[config.mk]
export PLATFORM = sky130hd
export DESIGN_NAME = load_store_unit
export DESIGN_NICKNAME = d
export VERILOG_FILES = /design/src/rtl/load_store_unit.sv
export SDC_FILE = /design/constraint.sdc
export NUM_CORES = 1
export LEC_CHECK = 0
export CORE_MARGIN = 8
export CORE_UTILIZATION = 33
export CTS_BUF_LIST = sky130_fd_sc_hd__clkbuf_8
export CTS_CLUSTER_DIAMETER = 40
export DETAILED_ROUTE_END_ITERATION = 16
export GPL_TIMING_DRIVEN = 1
export SETUP_SLACK_MARGIN = 0.15
export SYNTH_ARGS = -nofsm -noshare
export SYNTH_HDL_FRONTEND = slang
export SYNTH_SLANG_ARGS = --single-unit
export TNS_END_PERCENT = 100
[constraint.sdc]
create_clock -name clk -period 2.72 [get_ports clk]
set_input_delay 0.544 -clock clk [delete_from_list [all_inputs] [get_ports clk]]
set_output_delay 0.544 -clock clk [all_outputs]
set_load 0.01 [all_outputs]
[src/rtl/load_store_unit.sv]
// load_store_unit: sequential RV32I load/store unit sitting between execute and the data bus.
// Accepts one load or store per request handshake, issues one or two word-aligned bus beats
// (two when a misaligned access straddles a word and MISALIGNED_EN is set), then returns a
// single-cycle response carrying the aligned and extended load data.
//
// Ports:
//   clk, rst_n                 clock, asynchronous active-low reset
//   req_valid / req_ready      request handshake (ready only while idle)
//   req_we, req_funct3         store select and RV32I access width/sign
//   req_addr, req_wdata        byte address and store data
//   req_rd                     destination tag, echoed on rsp_rd
//   rsp_valid                  one-cycle completion pulse, no backpressure
//   rsp_data, rsp_rd           extended load result (0 for stores/faults), echoed tag
//   rsp_fault                  illegal funct3 or disallowed misaligned access
//   mem_valid / mem_ready      bus beat handshake
//   mem_addr, mem_we           word-aligned beat address, write beat
//   mem_wmask, mem_wdata       byte-lane enables (0 on reads), lane-positioned store data
//   mem_rvalid, mem_rdata      read data return for the outstanding read beat
module load_store_unit #(
    parameter int unsigned ADDR_W        = 32,
    parameter bit          MISALIGNED_EN = 1'b1
) (
    input  logic              clk,
    input  logic              rst_n,
    input  logic              req_valid,
    output logic              req_ready,
    input  logic              req_we,
    input  logic [2:0]        req_funct3,
    input  logic [ADDR_W-1:0] req_addr,
    input  logic [31:0]       req_wdata,
    input  logic [4:0]        req_rd,
    output logic              rsp_valid,
    output logic [31:0]       rsp_data,
    output logic [4:0]        rsp_rd,
    output logic              rsp_fault,
    output logic              mem_valid,
    input  logic              mem_ready,
    output logic [ADDR_W-1:0] mem_addr,
    output logic              mem_we,
    output logic [3:0]        mem_wmask,
    output logic [31:0]       mem_wdata,
    input  logic              mem_rvalid,
    input  logic [31:0]       mem_rdata
);

    localparam logic [2:0] StIdle  = 3'd0;
    localparam logic [2:0] StReq0  = 3'd1;
    localparam logic [2:0] StWait0 = 3'd2;
    localparam logic [2:0] StReq1  = 3'd3;
    localparam logic [2:0] StWait1 = 3'd4;
    localparam logic [2:0] StResp  = 3'd5;

    logic [2:0]        state_q, state_d;
    logic              we_q;
    logic [2:0]        funct3_q;
    logic [ADDR_W-1:0] addr_q;
    logic [31:0]       wdata_q;
    logic [4:0]        rd_q;
    logic              fault_q;
    logic [31:0]       lo_q;
    logic [31:0]       hi_q;

    // ------------------------------------------------------------------
    // Request classification (only feeds next-state and latched fault)
    // ------------------------------------------------------------------
    logic req_illegal;
    logic req_misaligned;
    logic req_bad;

    always_comb begin
        if (req_we) begin
            req_illegal = (req_funct3 > 3'b010);
        end else begin
            // Loads: 011, 110, 111 are undefined.
            req_illegal = (req_funct3[1:0] == 2'b11) || (req_funct3[2:1] == 2'b11);
        end
        unique case (req_funct3[1:0])
            2'b01:   req_misaligned = req_addr[0];
            2'b10:   req_misaligned = (req_addr[1:0] != 2'b00);
            default: req_misaligned = 1'b0;
        endcase
        req_bad = req_illegal || (req_misaligned && !MISALIGNED_EN);
    end

    // ------------------------------------------------------------------
    // Beat geometry derived from the latched request
    // ------------------------------------------------------------------
    logic [1:0]        off;
    logic [3:0]        size_lanes;
    logic [7:0]        lanes8;
    logic [3:0]        mask0;
    logic [3:0]        mask1;
    logic              split;
    logic [ADDR_W-1:0] word0;
    logic [ADDR_W-1:0] word1;
    logic [63:0]       wdata_dup;
    logic [31:0]       wdata_rot;

    always_comb begin
        off = addr_q[1:0];
        unique case (funct3_q[1:0])
            2'b00:   size_lanes = 4'b0001;
            2'b01:   size_lanes = 4'b0011;
            default: size_lanes = 4'b1111;
        endcase
        // Lanes that spill past byte 3 land in the upper nibble and belong to the next word.
        lanes8    = {4'b0000, size_lanes} << off;
        mask0     = lanes8[3:0];
        mask1     = lanes8[7:4];
        split     = |mask1;
        word0     = {addr_q[ADDR_W-1:2], 2'b00};
        word1     = word0 + ADDR_W'(4);
        // Rotate-left by 8*off: upper half of the duplicated word after the shift.
        wdata_dup = {wdata_q, wdata_q} << {off, 3'b000};
        wdata_rot = wdata_dup[63:32];
    end

    // ------------------------------------------------------------------
    // Next state
    // ------------------------------------------------------------------
    always_comb begin
        state_d = state_q;
        unique case (state_q)
            StIdle: begin
                if (req_valid) begin
                    state_d = req_bad ? StResp : StReq0;
                end
            end
            StReq0: begin
                if (mem_ready) begin
                    if (!we_q) begin
                        state_d = StWait0;
                    end else begin
                        state_d = split ? StReq1 : StResp;
                    end
                end
            end
            StWait0: begin
                if (mem_rvalid) begin
                    state_d = split ? StReq1 : StResp;
                end
            end
            StReq1: begin
                if (mem_ready) begin
                    state_d = we_q ? StResp : StWait1;
                end
            end
            StWait1: begin
                if (mem_rvalid) begin
                    state_d = StResp;
                end
            end
            StResp:  state_d = StIdle;
            default: state_d = StIdle;
        endcase
    end

    // ------------------------------------------------------------------
    // State and latched fields
    // ------------------------------------------------------------------
    always_ff @(posedge clk or negedge rst_n) begin
        if (!rst_n) begin
            state_q  <= StIdle;
            we_q     <= 1'b0;
            funct3_q <= 3'b000;
            addr_q   <= '0;
            wdata_q  <= '0;
            rd_q     <= '0;
            fault_q  <= 1'b0;
            lo_q     <= '0;
            hi_q     <= '0;
        end else begin
            state_q <= state_d;
            if (state_q == StIdle && req_valid) begin
                we_q     <= req_we;
                funct3_q <= req_funct3;
                addr_q   <= req_addr;
                wdata_q  <= req_wdata;
                rd_q     <= req_rd;
                fault_q  <= req_bad;
                // hi must read as zero for unsplit loads.
                lo_q     <= '0;
                hi_q     <= '0;
            end
            if (state_q == StWait0 && mem_rvalid) begin
                lo_q <= mem_rdata;
            end
            if (state_q == StWait1 && mem_rvalid) begin
                hi_q <= mem_rdata;
            end
        end
    end

    // ------------------------------------------------------------------
    // Load result alignment and extension
    // ------------------------------------------------------------------
    logic [63:0] load_shift;
    logic [31:0] load_word;
    logic [31:0] load_ext;

    always_comb begin
        load_shift = {hi_q, lo_q} >> {off, 3'b000};
        load_word  = load_shift[31:0];
        unique case (funct3_q)
            3'b000:  load_ext = {{24{load_word[7]}}, load_word[7:0]};
            3'b001:  load_ext = {{16{load_word[15]}}, load_word[15:0]};
            3'b100:  load_ext = {24'h000000, load_word[7:0]};
            3'b101:  load_ext = {16'h0000, load_word[15:0]};
            default: load_ext = load_word;
        endcase
    end

    // ------------------------------------------------------------------
    // Outputs, decoded from registered state only
    // ------------------------------------------------------------------
    logic in_req0;
    logic in_req1;
    logic in_resp;

    always_comb begin
        in_req0   = (state_q == StReq0);
        in_req1   = (state_q == StReq1);
        in_resp   = (state_q == StResp);

        req_ready = (state_q == StIdle);

        mem_valid = in_req0 || in_req1;
        mem_we    = mem_valid && we_q;
        mem_addr  = '0;
        mem_wmask = 4'b0000;
        mem_wdata = '0;
        if (in_req0) begin
            mem_addr = word0;
        end else if (in_req1) begin
            mem_addr = word1;
        end
        if (mem_we) begin
            mem_wmask = in_req1 ? mask1 : mask0;
            mem_wdata = wdata_rot;
        end

        rsp_valid = in_resp;
        rsp_rd    = in_resp ? rd_q : 5'd0;
        rsp_fault = in_resp && fault_q;
        rsp_data  = (in_resp && !we_q && !fault_q) ? load_ext : 32'h0;
    end

endmodule

# Word level (Yosys, flattened, before mapping)
# Index checks and enable logic that the tools add are counted.
op_classes:
  muxes: 23
  n_div: 0
  order_cmp: 1
  n_addsub: 1
  reduce_logical: 18
  shifts: 3
  bitwise_logic: 0
  n_mul: 0
  n_eq_ne: 16
op_table:
  columns: ["cell", "count"]
  rows:
  - ["$mux W32", 7]
  - ["$pmux W32 S4", 1]
  - ["$shl A64 B5 Y64", 1]
  - ["$shr A64 B5 Y32", 1]
  - ["$add A32 B3 Y32 const B", 1]
  - ["$mux W3", 8]
  - ["$pmux W3 S5", 1]
  - ["$eq A3 B3 Y1 const B", 4]
  - ["$ne A2 B2 Y1 const B", 5]
  - ["$mux W4", 2]
  - ["$pmux W4 S2", 1]
  - ["$shl A4 B2 Y8", 1]
  - ["$logic_and A1 B1 Y1", 7]
  - ["$eq A3 B1 Y1 const B", 2]
  - ["$eq A3 B2 Y1 const B", 2]
  - ["$logic_not A3 Y1", 2]
  - ["$mux W5", 1]
  - ["$reduce_and A5 Y1", 1]
  - ["$eq A2 B2 Y1 const B", 2]
  - ["$reduce_bool A2 Y1", 2]
  - ["$reduce_or A4 Y1", 1]
  - ["$gt A3 B2 Y1 const B", 1]
  - ["$eq A2 B1 Y1 const B", 1]
  - ["$logic_not A1 Y1", 2]
  - ["3 further kinds", 5]
totals:
  latch_bits: 0
  rom_bits: 0
  mem_count: 0
  out_inout_bits: 110
  ram_bits: 0
  register_bits: 141
  wordCells: 71

# Logic depth before layout (Yosys ltp)
# Gate-level depths: netlist of run 1.
logic_depth:
  depth_word: 8
  ltp_mapped: 7
  mapped_depth_nobuf: 5

# Least setup slack after synthesis of run 1
# OpenSTA, ideal clock, no wires.
synth_timing:
  path_kind: "reg2out"
  startpoint: "reg addr_q[2]"
  endpoint: "out mem_addr[26]"
  n_path_buf: 1
  arrival_time_ns: 2.014
  stages_incl_launch_ff: 7
  setup_slack_ns: 0.162
  path_cell_list: "dfrtp_1 ha_1 nand2_2 or4_1 clkbuf_1 or4_1 a21oi_1"
synth_via:
  elab_chain_cells: 3
synth_rtl:
  columns: ["item", "line", "text"]
  rows:
  - ["from (decl)", "56", "logic [ADDR_W-1:0] addr_q;"]
  - ["from (signal assigned)", "177", "addr_q <= req_addr;"]
  - ["$add A32 B3 Y32", "112", "word1 = word0 + ADDR_W'(4);"]
  - ["$mux W32", "234", "end else if (in_req1) begin"]
  - ["$mux W32", "232", "if (in_req0) begin"]
  - ["to (decl)", "38", "output logic [ADDR_W-1:0] mem_addr,"]
# Every way passes these cells.

# Worst setup path in the final report of run 1
layout_timing:
  startpoint: "reg addr_q[1]"
  endpoint: "out rsp_data[24]"
layout_via:
  elab_chain_cells: 3
layout_rtl:
  columns: ["item", "line", "text"]
  rows:
  - ["$shr A64 B5 Y32", "202", "load_shift = {hi_q, lo_q} >> {off, 3'b000};"]
  - ["$pmux W32 S4", "204", "unique case (funct3_q)"]
  - ["$mux W32", "245", "rsp_data = (in_resp && !we_q && !fault_q) ? load_ext : 32'h0;"]
  - ["to (decl)", "33", "output logic [31:0] rsp_data,"]
# Every way passes these cells.

==> results of run 1 <==
## repair_timing
item | 4_1_cts | 5_1_grt
setup buffers | 39 | 19
pin swaps | 50 | 24
gates cloned | 4 | 2
setup endpoints to repair | 108 | 95
resized for setup | 529 | 84
## report_power, final
part / switching, uW / internal, uW
clock: 840 / 886
combinational: 3590 / 4660
sequential: 809 / 2860
total: 5230 / 8410
## through the flow
stage	setup TNS, ns	util
global route	-8.74	0.515
CTS	-5.50	0.497
detailed placement	-2.55	0.454
global placement	-2.20	0.454
finish	-2.76	0.515
floorplan	0	-
## critical path, delay by kind of cell, from the launching register on
kind	cells	cell delay [ns]
AO/OA/AOI/OAI	1	0.06
buffers and inverters	4	0.52
flip-flops	1	0.46
multiplexers	1	0.49
AND/OR/NAND/NOR	2	0.36
## registers in the layout, indices dropped and copies added, names as in the netlist
register	cells
addr_q	32
lo_q	32
wdata_q	32
hi_q	24
rd_q	5
funct3_q	3
state_q	3
fault_q	1
we_q	1
## layer usage
metal	routed length, microns	share of wire	track usage	vias to the layer above
li1	-	-	-	3508
met1	11600	0.43	0.223	3612
met2	13100	0.48	0.286	259
met3	2190	0.080	0.0634	29
met4	412	0.015	0.0456	4
met5	23	0.00084	0	-
## worst max-delay path by stage
stage | endpoint | startpoint | cells after the start
after floorplan | mem_addr[26] | addr_q[2] | 6
after global placement | mem_addr[30] | addr_q[5] | 5
after detailed placement | mem_addr[30] | addr_q[2] | 6
after CTS | rsp_data[24] | addr_q[0] | 8
after global routing | rsp_data[24] | addr_q[0] | 9
final | rsp_data[24] | addr_q[1] | 8
## layout make-up
class | instances | area share
antenna | 2 | 0.000390
clock buffer | 20 | 0.0215
clock inverter | 12 | 0.0100
inverter | 24 | 0.00702
multi-input combinational | 574 | 0.402
sequential | 133 | 0.260
tap | 330 | 0.0322
timing repair buffer | 353 | 0.267
## cell usage in the layout (no fill, tap or decap), types with 6 or more instances in the layout
master,count
o21ai_2,12
dfrtp_1,130
buf_4,76
buf_2,55
mux4_2,61
nor2_1,22
o31ai_1,10
buf_12,21
or4_1,7
and3_4,19
mux2i_1,8
mux2_2,75
a21oi_1,14
nand2_1,135
and2_1,10
nand3_1,11
and3_1,21
clkbuf_8,20
a21oi_2,6
xnor2_1,8
dlygate4sd2_1,12
clkdlybuf4s50_1,109
a21oi_4,6
o21ai_0,61
buf_6,65
inv_1,25
## cells by family after synthesis
logic type,synth area share
AO/OA/AOI/OAI,0.0873
other,0.000454
AND/OR/NAND/NOR,0.166
XOR/XNOR,0.0117
multiplexers,0.284
buffers and inverters,0.0459
flip-flops,0.403
adder cells (fa/ha/maj),0.00152
==> flow_summary.html, run 1 <==
<table>
<tr><th>Metric</th><th>Value</th></tr>
<tr><th colspan="2">Worst hold path</th></tr>
<tr><td>Class of the tightest hold or removal check</td><td>primary input to async pin</td></tr>
<tr><th colspan="2">Timing</th></tr>
<tr><td>Number of setup violations in the final report</td><td>between 40 and 50</td></tr>
<tr><td>Final hold slack</td><td>0.0269 ns</td></tr>
<tr><td>Final-report hold violation count</td><td>0</td></tr>
<tr><td>Unrepaired setup endpoints after global routing</td><td>true</td></tr>
<tr><td>Relative slew margins</td><td>0.648</td></tr>
<tr><td>Number of max-slew violations in the final report</td><td>0</td></tr>
<tr><td>Slew at the pin closest to its max-slew limit</td><td>about 0.53 ns</td></tr>
<tr><td>Tmin final</td><td>around 2.9 ns</td></tr>
<tr><td>Crit share post-route</td><td>1.06</td></tr>
<tr><td>FMAX</td><td>347 MHz</td></tr>
<tr><td>PnR worst setup slack</td><td>-0.161 ns</td></tr>
<tr><td>Fin Clk Skew</td><td>approximately 0.013 ns</td></tr>
<tr><th colspan="2">Final layout</th></tr>
<tr><td>Fin nets</td><td>1214</td></tr>
<tr><td>Non-Filler Cell Area, Final</td><td>0.0128 sq mm</td></tr>
<tr><td>Area added between synthesis and finish</td><td>55.5%</td></tr>
<tr><td>Share of final-layout standard cells stronger than drive strength 1</td><td>0.445</td></tr>
<tr><td>Sequential cell area in the final layout</td><td>0.00334 sq mm</td></tr>
<tr><td>Final Non-Filler Cells</td><td>1448</td></tr>
<tr><td>Fillcell total</td><td>2227</td></tr>
<tr><td>Footprint of the multi-input gates</td><td>0.00516 sq mm</td></tr>
<tr><th colspan="2">Floorplanning</th></tr>
<tr><td>Chip Width</td><td>around 170 microns</td></tr>
<tr><td>Ports placed on the boundary</td><td>220</td></tr>
<tr><td>Y dimension of the die</td><td>174 microns</td></tr>
<tr><td>Placeable Area</td><td>about 0.025 sq mm</td></tr>
<tr><td>Cell row count</td><td>58</td></tr>
<tr><td>Effective utilization at floorplan</td><td>0.332</td></tr>
<tr><td>Area of the die</td><td>0.0303 sq mm</td></tr>
<tr><th colspan="2">Logic synthesis</th></tr>
<tr><td>Leading area contributor after synthesis</td><td>dfrtp_1</td></tr>
<tr><td>Top cells by count, synth</td><td>141 x nand2_1, 133 x dfrtp_1, 78 x o21ai_0</td></tr>
<tr><td>Commonest register cell after synthesis</td><td>dfrtp_1</td></tr>
<tr><td>Netlist area before placement</td><td>between 0.008 and 0.009 sq mm</td></tr>
<tr><td>Synthesized netlist cell count</td><td>801</td></tr>
<tr><td>Async S/R FF share, synth</td><td>1.00</td></tr>
<tr><td>Sequential-to-total area share from yosys stat</td><td>0.403</td></tr>
<tr><td>Most instantiated library cell after synthesis</td><td>nand2_1</td></tr>
<tr><td>Most area-consuming cells after synthesis</td><td>dfrtp_1 40%, mux4_2 17%, mux2_2 11%</td></tr>
<tr><td>Seq cells post-synth</td><td>around 130</td></tr>
<tr><td>Synth top area share</td><td>0.403</td></tr>
<tr><td>Mean area per synthesized cell</td><td>between 10 and 15 sq um</td></tr>
<tr><td>Ys Warns</td><td>0</td></tr>
<tr><td>Post-synthesis cell type count</td><td>48</td></tr>
<tr><td>Post-synth EDFFs</td><td>0</td></tr>
<tr><th colspan="2">Clock tree</th></tr>
<tr><td>Clock tree root buffer cell</td><td>clkbuf_8</td></tr>
<tr><td>Clock transition time at the flip-flop clock pins of the worst setup and hold paths</td><td>0.08 ns</td></tr>
<tr><td>Number of sinks on the clock net</td><td>133</td></tr>
<tr><td>Post-CTS Hold Fix Bufs</td><td>0</td></tr>
<tr><td>Clock buffer depth</td><td>2</td></tr>
<tr><td>CTS buffer count</td><td>17</td></tr>
<tr><td>CTS H-tree lvls</td><td>4</td></tr>
<tr><td>Clock insertion delay at the later pin of the skew report</td><td>0.46 ns</td></tr>
<tr><td>Clock tree from TritonCTS</td><td>yes</td></tr>
<tr><th colspan="2">Global routing</th></tr>
<tr><td>Via count of the first global-routing pass</td><td>7636</td></tr>
<tr><td>Overall global routing resource usage</td><td>0.177</td></tr>
<tr><td>Global-route wire length before repair</td><td>42900 microns</td></tr>
<tr><td>Pin count of the biggest net entering global routing</td><td>65</td></tr>
<tr><td>Initial antenna violation count</td><td>4</td></tr>
<tr><td>Overall overflow remaining after global route</td><td>0</td></tr>
<tr><th colspan="2">Critical path</th></tr>
<tr><td>Kind of end point of the critical path</td><td>output port</td></tr>
<tr><td>Register-to-register setup slack</td><td>about 0.75 ns</td></tr>
<tr><td>Launching point of the worst reg2reg path</td><td>state_q[1]</td></tr>
<tr><td>Longest individual stage delay on the worst path</td><td>0.49 ns</td></tr>
<tr><td>Number of cells on the worst reg-to-reg path</td><td>6</td></tr>
<tr><td>Critical path launch point type</td><td>flip-flop</td></tr>
<tr><td>Worst path cell trace</td><td>mux4_2, or2_4, nand4b_1, buf_6, buf_8, o21ai_2, buf_4, buf_6</td></tr>
<tr><td>Required arrival time at the worst endpoint</td><td>between 2 and 2.5 ns</td></tr>
<tr><td>Highest-delay cell along the critical path</td><td>mux4_2</td></tr>
<tr><td>Worst r2r dst</td><td>addr_q[11]</td></tr>
<tr><td>Data arrival time at the worst-slack endpoint</td><td>2.34 ns</td></tr>
<tr><td>Top fanout value on the critical path</td><td>5</td></tr>
<tr><td>Top cell by count, worst path</td><td>buf_6</td></tr>
<tr><td>Worst setup path category</td><td>flip-flop to output port</td></tr>
<tr><th colspan="2">Outcome</th></tr>
<tr><td>Violations in the final reports</td><td>setup timing</td></tr>
<tr><td>Run status</td><td>finished with violations</td></tr>
<tr><th colspan="2">Route</th></tr>
<tr><td>DRC violation count after routing</td><td>0</td></tr>
<tr><td>Detailed Route Iter0 Violations</td><td>411</td></tr>
<tr><td>Average wire per cell in the routed design</td><td>18.8 microns</td></tr>
<tr><td>Final Routed Wirelength</td><td>between 20000 and 30000 microns</td></tr>
<tr><td>Number of search-and-repair iterations in the first detailed-routing pass</td><td>5</td></tr>
<tr><td>Final ANT Viol Nets</td><td>0</td></tr>
<tr><td>Vias</td><td>between 7000 and 8000</td></tr>
<tr><td>Vias per inst</td><td>just over 5</td></tr>
<tr><th colspan="2">Pwr</th></tr>
<tr><td>Overall power</td><td>13600 uW</td></tr>
<tr><td>Peak ir drop on the vdd network</td><td>408 uV</td></tr>
<tr><td>Static leakage</td><td>0.00551 uW</td></tr>
<tr><td>Total power density per cell area</td><td>1060 mW/mm^2</td></tr>
<tr><th colspan="2">Placed design</th></tr>
<tr><td>Worst setup timing slack at the placement stage</td><td>-0.261 ns</td></tr>
<tr><td>Placed instance count</td><td>1350</td></tr>
<tr><td>Dpl cell area</td><td>0.0113 sq mm</td></tr>
<tr><td>Final weighted congestion of routability-driven global placement</td><td>between 0.8 and 0.9</td></tr>
<tr><td>Half-perimeter wire length of the detailed placement result</td><td>18500 microns</td></tr>
<tr><td>Number of buffers added on ports</td><td>217</td></tr>
<tr><th colspan="2">Run</th></tr>
<tr><td>Max Cap Violations</td><td>0</td></tr>
</table>
(Power assumes the default switching activity.)
==> run 2, diff against run 1 <==
Settings changed: CTS_CLUSTER_SIZE set to 24, SLEW_MARGIN set to 20.
==> results of run 2 <==
The final DEF is identical to that of run 1; final timing and power are the same.
==> run 3, diff against run 2 <==
Settings changed: CORE_MARGIN 8 to unset.
==> flow_summary.html, run 3 (synthesized netlist as in run 1, its figures left out) <==
<table>
<tr><th>Metric</th><th>Value</th></tr>
<tr><th colspan="2">Global routing</th></tr>
<tr><td>Pin count of the biggest net entering global routing</td><td>65 (unchanged)</td></tr>
<tr><td>Overall global routing resource usage</td><td>0.208 (was 0.177)</td></tr>
<tr><td>Overall overflow remaining after global route</td><td>0 (unchanged)</td></tr>
<tr><td>Via count of the first global-routing pass</td><td>7498 (was 7636)</td></tr>
<tr><td>Initial antenna violation count</td><td>0 (was 4)</td></tr>
<tr><td>Global-route wire length before repair</td><td>41800 microns (was 42900 microns)</td></tr>
<tr><th colspan="2">Clock tree</th></tr>
<tr><td>Clock insertion delay at the later pin of the skew report</td><td>0.47 ns (was 0.46 ns)</td></tr>
<tr><td>CTS buffer count</td><td>17 (unchanged)</td></tr>
<tr><td>Clock transition time at the flip-flop clock pins of the worst setup and hold paths</td><td>0.09 ns (was 0.08 ns)</td></tr>
<tr><td>Clock buffer depth</td><td>2 (unchanged)</td></tr>
<tr><td>Post-CTS Hold Fix Bufs</td><td>0 (unchanged)</td></tr>
<tr><td>Number of sinks on the clock net</td><td>133 (unchanged)</td></tr>
<tr><td>Clock tree from TritonCTS</td><td>yes (unchanged)</td></tr>
<tr><td>CTS H-tree lvls</td><td>4 (unchanged)</td></tr>
<tr><td>Clock tree root buffer cell</td><td>clkbuf_8 (unchanged)</td></tr>
<tr><th colspan="2">Pwr</th></tr>
<tr><td>Total power density per cell area</td><td>1080 mW/mm^2 (was 1060 mW/mm^2)</td></tr>
<tr><td>Overall power</td><td>14400 uW (was 13600 uW)</td></tr>
<tr><td>Peak ir drop on the vdd network</td><td>428 uV (was 408 uV)</td></tr>
<tr><td>Static leakage</td><td>0.00566 uW (was 0.00551 uW)</td></tr>
<tr><th colspan="2">Timing</th></tr>
<tr><td>Fin Clk Skew</td><td>0.0197 ns (was 0.0134 ns)</td></tr>
<tr><td>Slew at the pin closest to its max-slew limit</td><td>0.601 ns (was 0.527 ns)</td></tr>
<tr><td>PnR worst setup slack</td><td>-0.282 ns (was -0.161 ns)</td></tr>
<tr><td>Final hold slack</td><td>0.0230 ns (was 0.0269 ns)</td></tr>
<tr><td>Number of max-slew violations in the final report</td><td>0 (unchanged)</td></tr>
<tr><td>FMAX</td><td>333 MHz (was 347 MHz)</td></tr>
<tr><td>Relative slew margins</td><td>0.599 (was 0.648)</td></tr>
<tr><td>Unrepaired setup endpoints after global routing</td><td>true (unchanged)</td></tr>
<tr><td>Tmin final</td><td>3.00 ns (was 2.88 ns)</td></tr>
<tr><td>Number of setup violations in the final report</td><td>61 (was 44)</td></tr>
<tr><td>Final-report hold violation count</td><td>0 (unchanged)</td></tr>
<tr><td>Crit share post-route</td><td>1.10 (was 1.06)</td></tr>
<tr><th colspan="2">Placed design</th></tr>
<tr><td>Number of buffers added on ports</td><td>217 (unchanged)</td></tr>
<tr><td>Worst setup timing slack at the placement stage</td><td>-0.278 ns (was -0.261 ns)</td></tr>
<tr><td>Placed instance count</td><td>1346 (was 1350)</td></tr>
<tr><td>Half-perimeter wire length of the detailed placement result</td><td>17300 microns (was 18500 microns)</td></tr>
<tr><td>Final weighted congestion of routability-driven global placement</td><td>0.836 (was 0.805)</td></tr>
<tr><th colspan="2">Floorplanning</th></tr>
<tr><td>Placeable Area</td><td>0.0244 sq mm (was 0.0249 sq mm)</td></tr>
<tr><td>Chip Width</td><td>160 microns (was 174 microns)</td></tr>
<tr><td>Effective utilization at floorplan</td><td>0.338 (was 0.332)</td></tr>
<tr><td>Cell row count</td><td>57 (was 58)</td></tr>
<tr><td>Y dimension of the die</td><td>160 microns (was 174 microns)</td></tr>
<tr><td>Ports placed on the boundary</td><td>220 (unchanged)</td></tr>
<tr><td>Area of the die</td><td>0.0256 sq mm (was 0.0303 sq mm)</td></tr>
<tr><th colspan="2">Route</th></tr>
<tr><td>Final ANT Viol Nets</td><td>0 (unchanged)</td></tr>
<tr><td>DRC violation count after routing</td><td>0 (unchanged)</td></tr>
<tr><td>Average wire per cell in the routed design</td><td>18.5 microns (was 18.8 microns)</td></tr>
<tr><td>Vias</td><td>7558 (was 7412)</td></tr>
<tr><td>Detailed Route Iter0 Violations</td><td>418 (was 411)</td></tr>
<tr><td>Number of search-and-repair iterations in the first detailed-routing pass</td><td>5 (unchanged)</td></tr>
<tr><td>Vias per inst</td><td>5.18 (was 5.12)</td></tr>
<tr><td>Final Routed Wirelength</td><td>26900 microns (was 27300 microns)</td></tr>
<tr><th colspan="2">Final layout</th></tr>
<tr><td>Post-route core utilization</td><td>0.546 (was 0.515)</td></tr>
<tr><td>Area added between synthesis and finish</td><td>61.4% (was 55.5%)</td></tr>
<tr><td>Commonest non-fill, non-tap cells in the layout</td><td>133 x nand2_1, 130 x dfrtp_1, 110 x clkdlybuf4s50_1 (was 135 x nand2_1, 130 x dfrtp_1, 109 x clkdlybuf4s50_1)</td></tr>
<tr><td>Fillcell total</td><td>2108 (was 2227)</td></tr>
<tr><td>Count of inserted antenna diode cells</td><td>0 (was 2)</td></tr>
<tr><td>Final Non-Filler Cells</td><td>1459 (was 1448)</td></tr>
<tr><td>Most common cell after layout, fill and taps aside</td><td>nand2_1 (unchanged)</td></tr>
<tr><td>Biggest registers after layout</td><td>addr_q: 32 flops, lo_q: 32 flops, wdata_q: 32 flops (unchanged)</td></tr>
<tr><td>Share of final-layout standard cells stronger than drive strength 1</td><td>0.474 (was 0.445)</td></tr>
<tr><td>Fin nets</td><td>1233 (was 1214)</td></tr>
<tr><th colspan="2">Critical path</th></tr>
<tr><td>Last element of the critical path</td><td>mem_addr[30] (was rsp_data[24])</td></tr>
<tr><td>Register-to-register setup slack</td><td>0.85 ns (was 0.75 ns)</td></tr>
<tr><td>Kind of end point of the critical path</td><td>output port (unchanged)</td></tr>
<tr><td>Data arrival time at the worst-slack endpoint</td><td>2.46 ns (was 2.34 ns)</td></tr>
<tr><td>Longest individual stage delay on the worst path</td><td>0.50 ns (was 0.49 ns)</td></tr>
<tr><td>Top fanout value on the critical path</td><td>4 (was 5)</td></tr>
<tr><td>Critical path launch point type</td><td>flip-flop (unchanged)</td></tr>
<tr><td>Highest-delay cell along the critical path</td><td>or4_4 (was mux4_2)</td></tr>
<tr><td>Worst r2r dst</td><td>hi_q[2] (was addr_q[11])</td></tr>
<tr><td>Required arrival time at the worst endpoint</td><td>2.18 ns (about the same)</td></tr>
<tr><td>Worst setup path category</td><td>flip-flop to output port (unchanged)</td></tr>
<tr><td>Critical Path Start</td><td>addr_q[2] (was addr_q[1])</td></tr>
<tr><td>Top cell by count, worst path</td><td>or4_4 (was buf_6)</td></tr>
<tr><td>Number of cells on the worst reg-to-reg path</td><td>7 (was 6)</td></tr>
<tr><td>Launching point of the worst reg2reg path</td><td>state_q[1] (unchanged)</td></tr>
<tr><td>Worst path cell trace</td><td>buf_4, ha_2, nand2_4, or4_4, or4_4, a21oi_2, buf_2 (was mux4_2, or2_4, nand4b_1, buf_6, buf_8, o21ai_2, buf_4, buf_6)</td></tr>
<tr><th colspan="2">Worst hold path</th></tr>
<tr><td>Class of the tightest hold or removal check</td><td>primary input to async pin (unchanged)</td></tr>
<tr><th colspan="2">Outcome</th></tr>
<tr><td>Violations in the final reports</td><td>setup timing (unchanged)</td></tr>
<tr><td>Run status</td><td>finished with violations (unchanged)</td></tr>
<tr><th colspan="2">Run</th></tr>
<tr><td>Max Cap Violations</td><td>0 (unchanged)</td></tr>
</table>
## run 3: cell types whose count changed in the layout (fill, tap and decap cells not counted), sizes merged, moves of 2 or more
| cell | change |
|---|---|
| dlygate4sd2 | -5 |
| inv | +6 |
| diode | -2 |
| buf | +16 |
| clkdlybuf4s15 | +6 |
| clkinvlp | -2 |
## run 3: worst min-delay path by stage
stage                 start         to  slack, ns  depth (start not counted)
global placement    fault_q    fault_q       0.48                          2
global route          rst_n   lo_q[29]       0.05                          1
floorplan             rst_n  addr_q[0]       0.25                          0
CTS                   rst_n   hi_q[13]       0.04                          1
detailed placement  rd_q[1]    rd_q[1]       0.48                          1
finish                rst_n   hi_q[21]       0.02                          1
## run 3: timing repair
action | in CTS | in global routing
gates resized for setup | 515 | 167
endpoints found under the setup margin | 107 | 100
cloned | 6 | 2
pin swaps | 52 | 40
buffers inserted | 45 | 28
## run 3: where the power goes
part | leakage, uW | switching (uW) | internal, uW
registers | 0.00167 | 835 | 2860
logic | 0.00380 | 3820 | 5190
clock network | 0.000196 | 953 | 766
## run 3: metal layers
layer | global-route usage | part of all wire
met5 | 0 | 0
met3 | 0.0545 | 0.064
met4 | 0.0524 | 0.011
met1 | 0.273 | 0.43
met2 | 0.342 | 0.50
## run 3: worst max-delay path: cells and delay by family, from the launching register on
family                   cells  cell delay, ns
AO/OA/AOI/OAI                1            0.15
adder cells (fa/ha/maj)      1            0.19
buffers and inverters        2            0.25
flip-flops                   1            0.38
AND/OR/NAND/NOR              3            1.03
## run 3: per-stage QoR
stage | instance area, sq um | setup TNS (ns)
2_1_floorplan | 8260 | 0
3_3_place_gp | 11300 | -2.00
3_5_place_dp | 11300 | -2.21
4_1_cts | 12500 | -8.54
5_1_grt | 13300 | -14.40
6_report | 13300 | -8.18
## run 3: layout make-up
class | count | area (sq um) | share of cell area
inverters | 24 | 90.1 | 0.00677
multi-input cells | 574 | 5270 | 0.396
clock inverters | 15 | 160 | 0.0120
clock buffers | 17 | 234 | 0.0176
flip-flops and latches | 133 | 3340 | 0.251
repair buffers | 372 | 3820 | 0.287
well taps | 324 | 405 | 0.0304
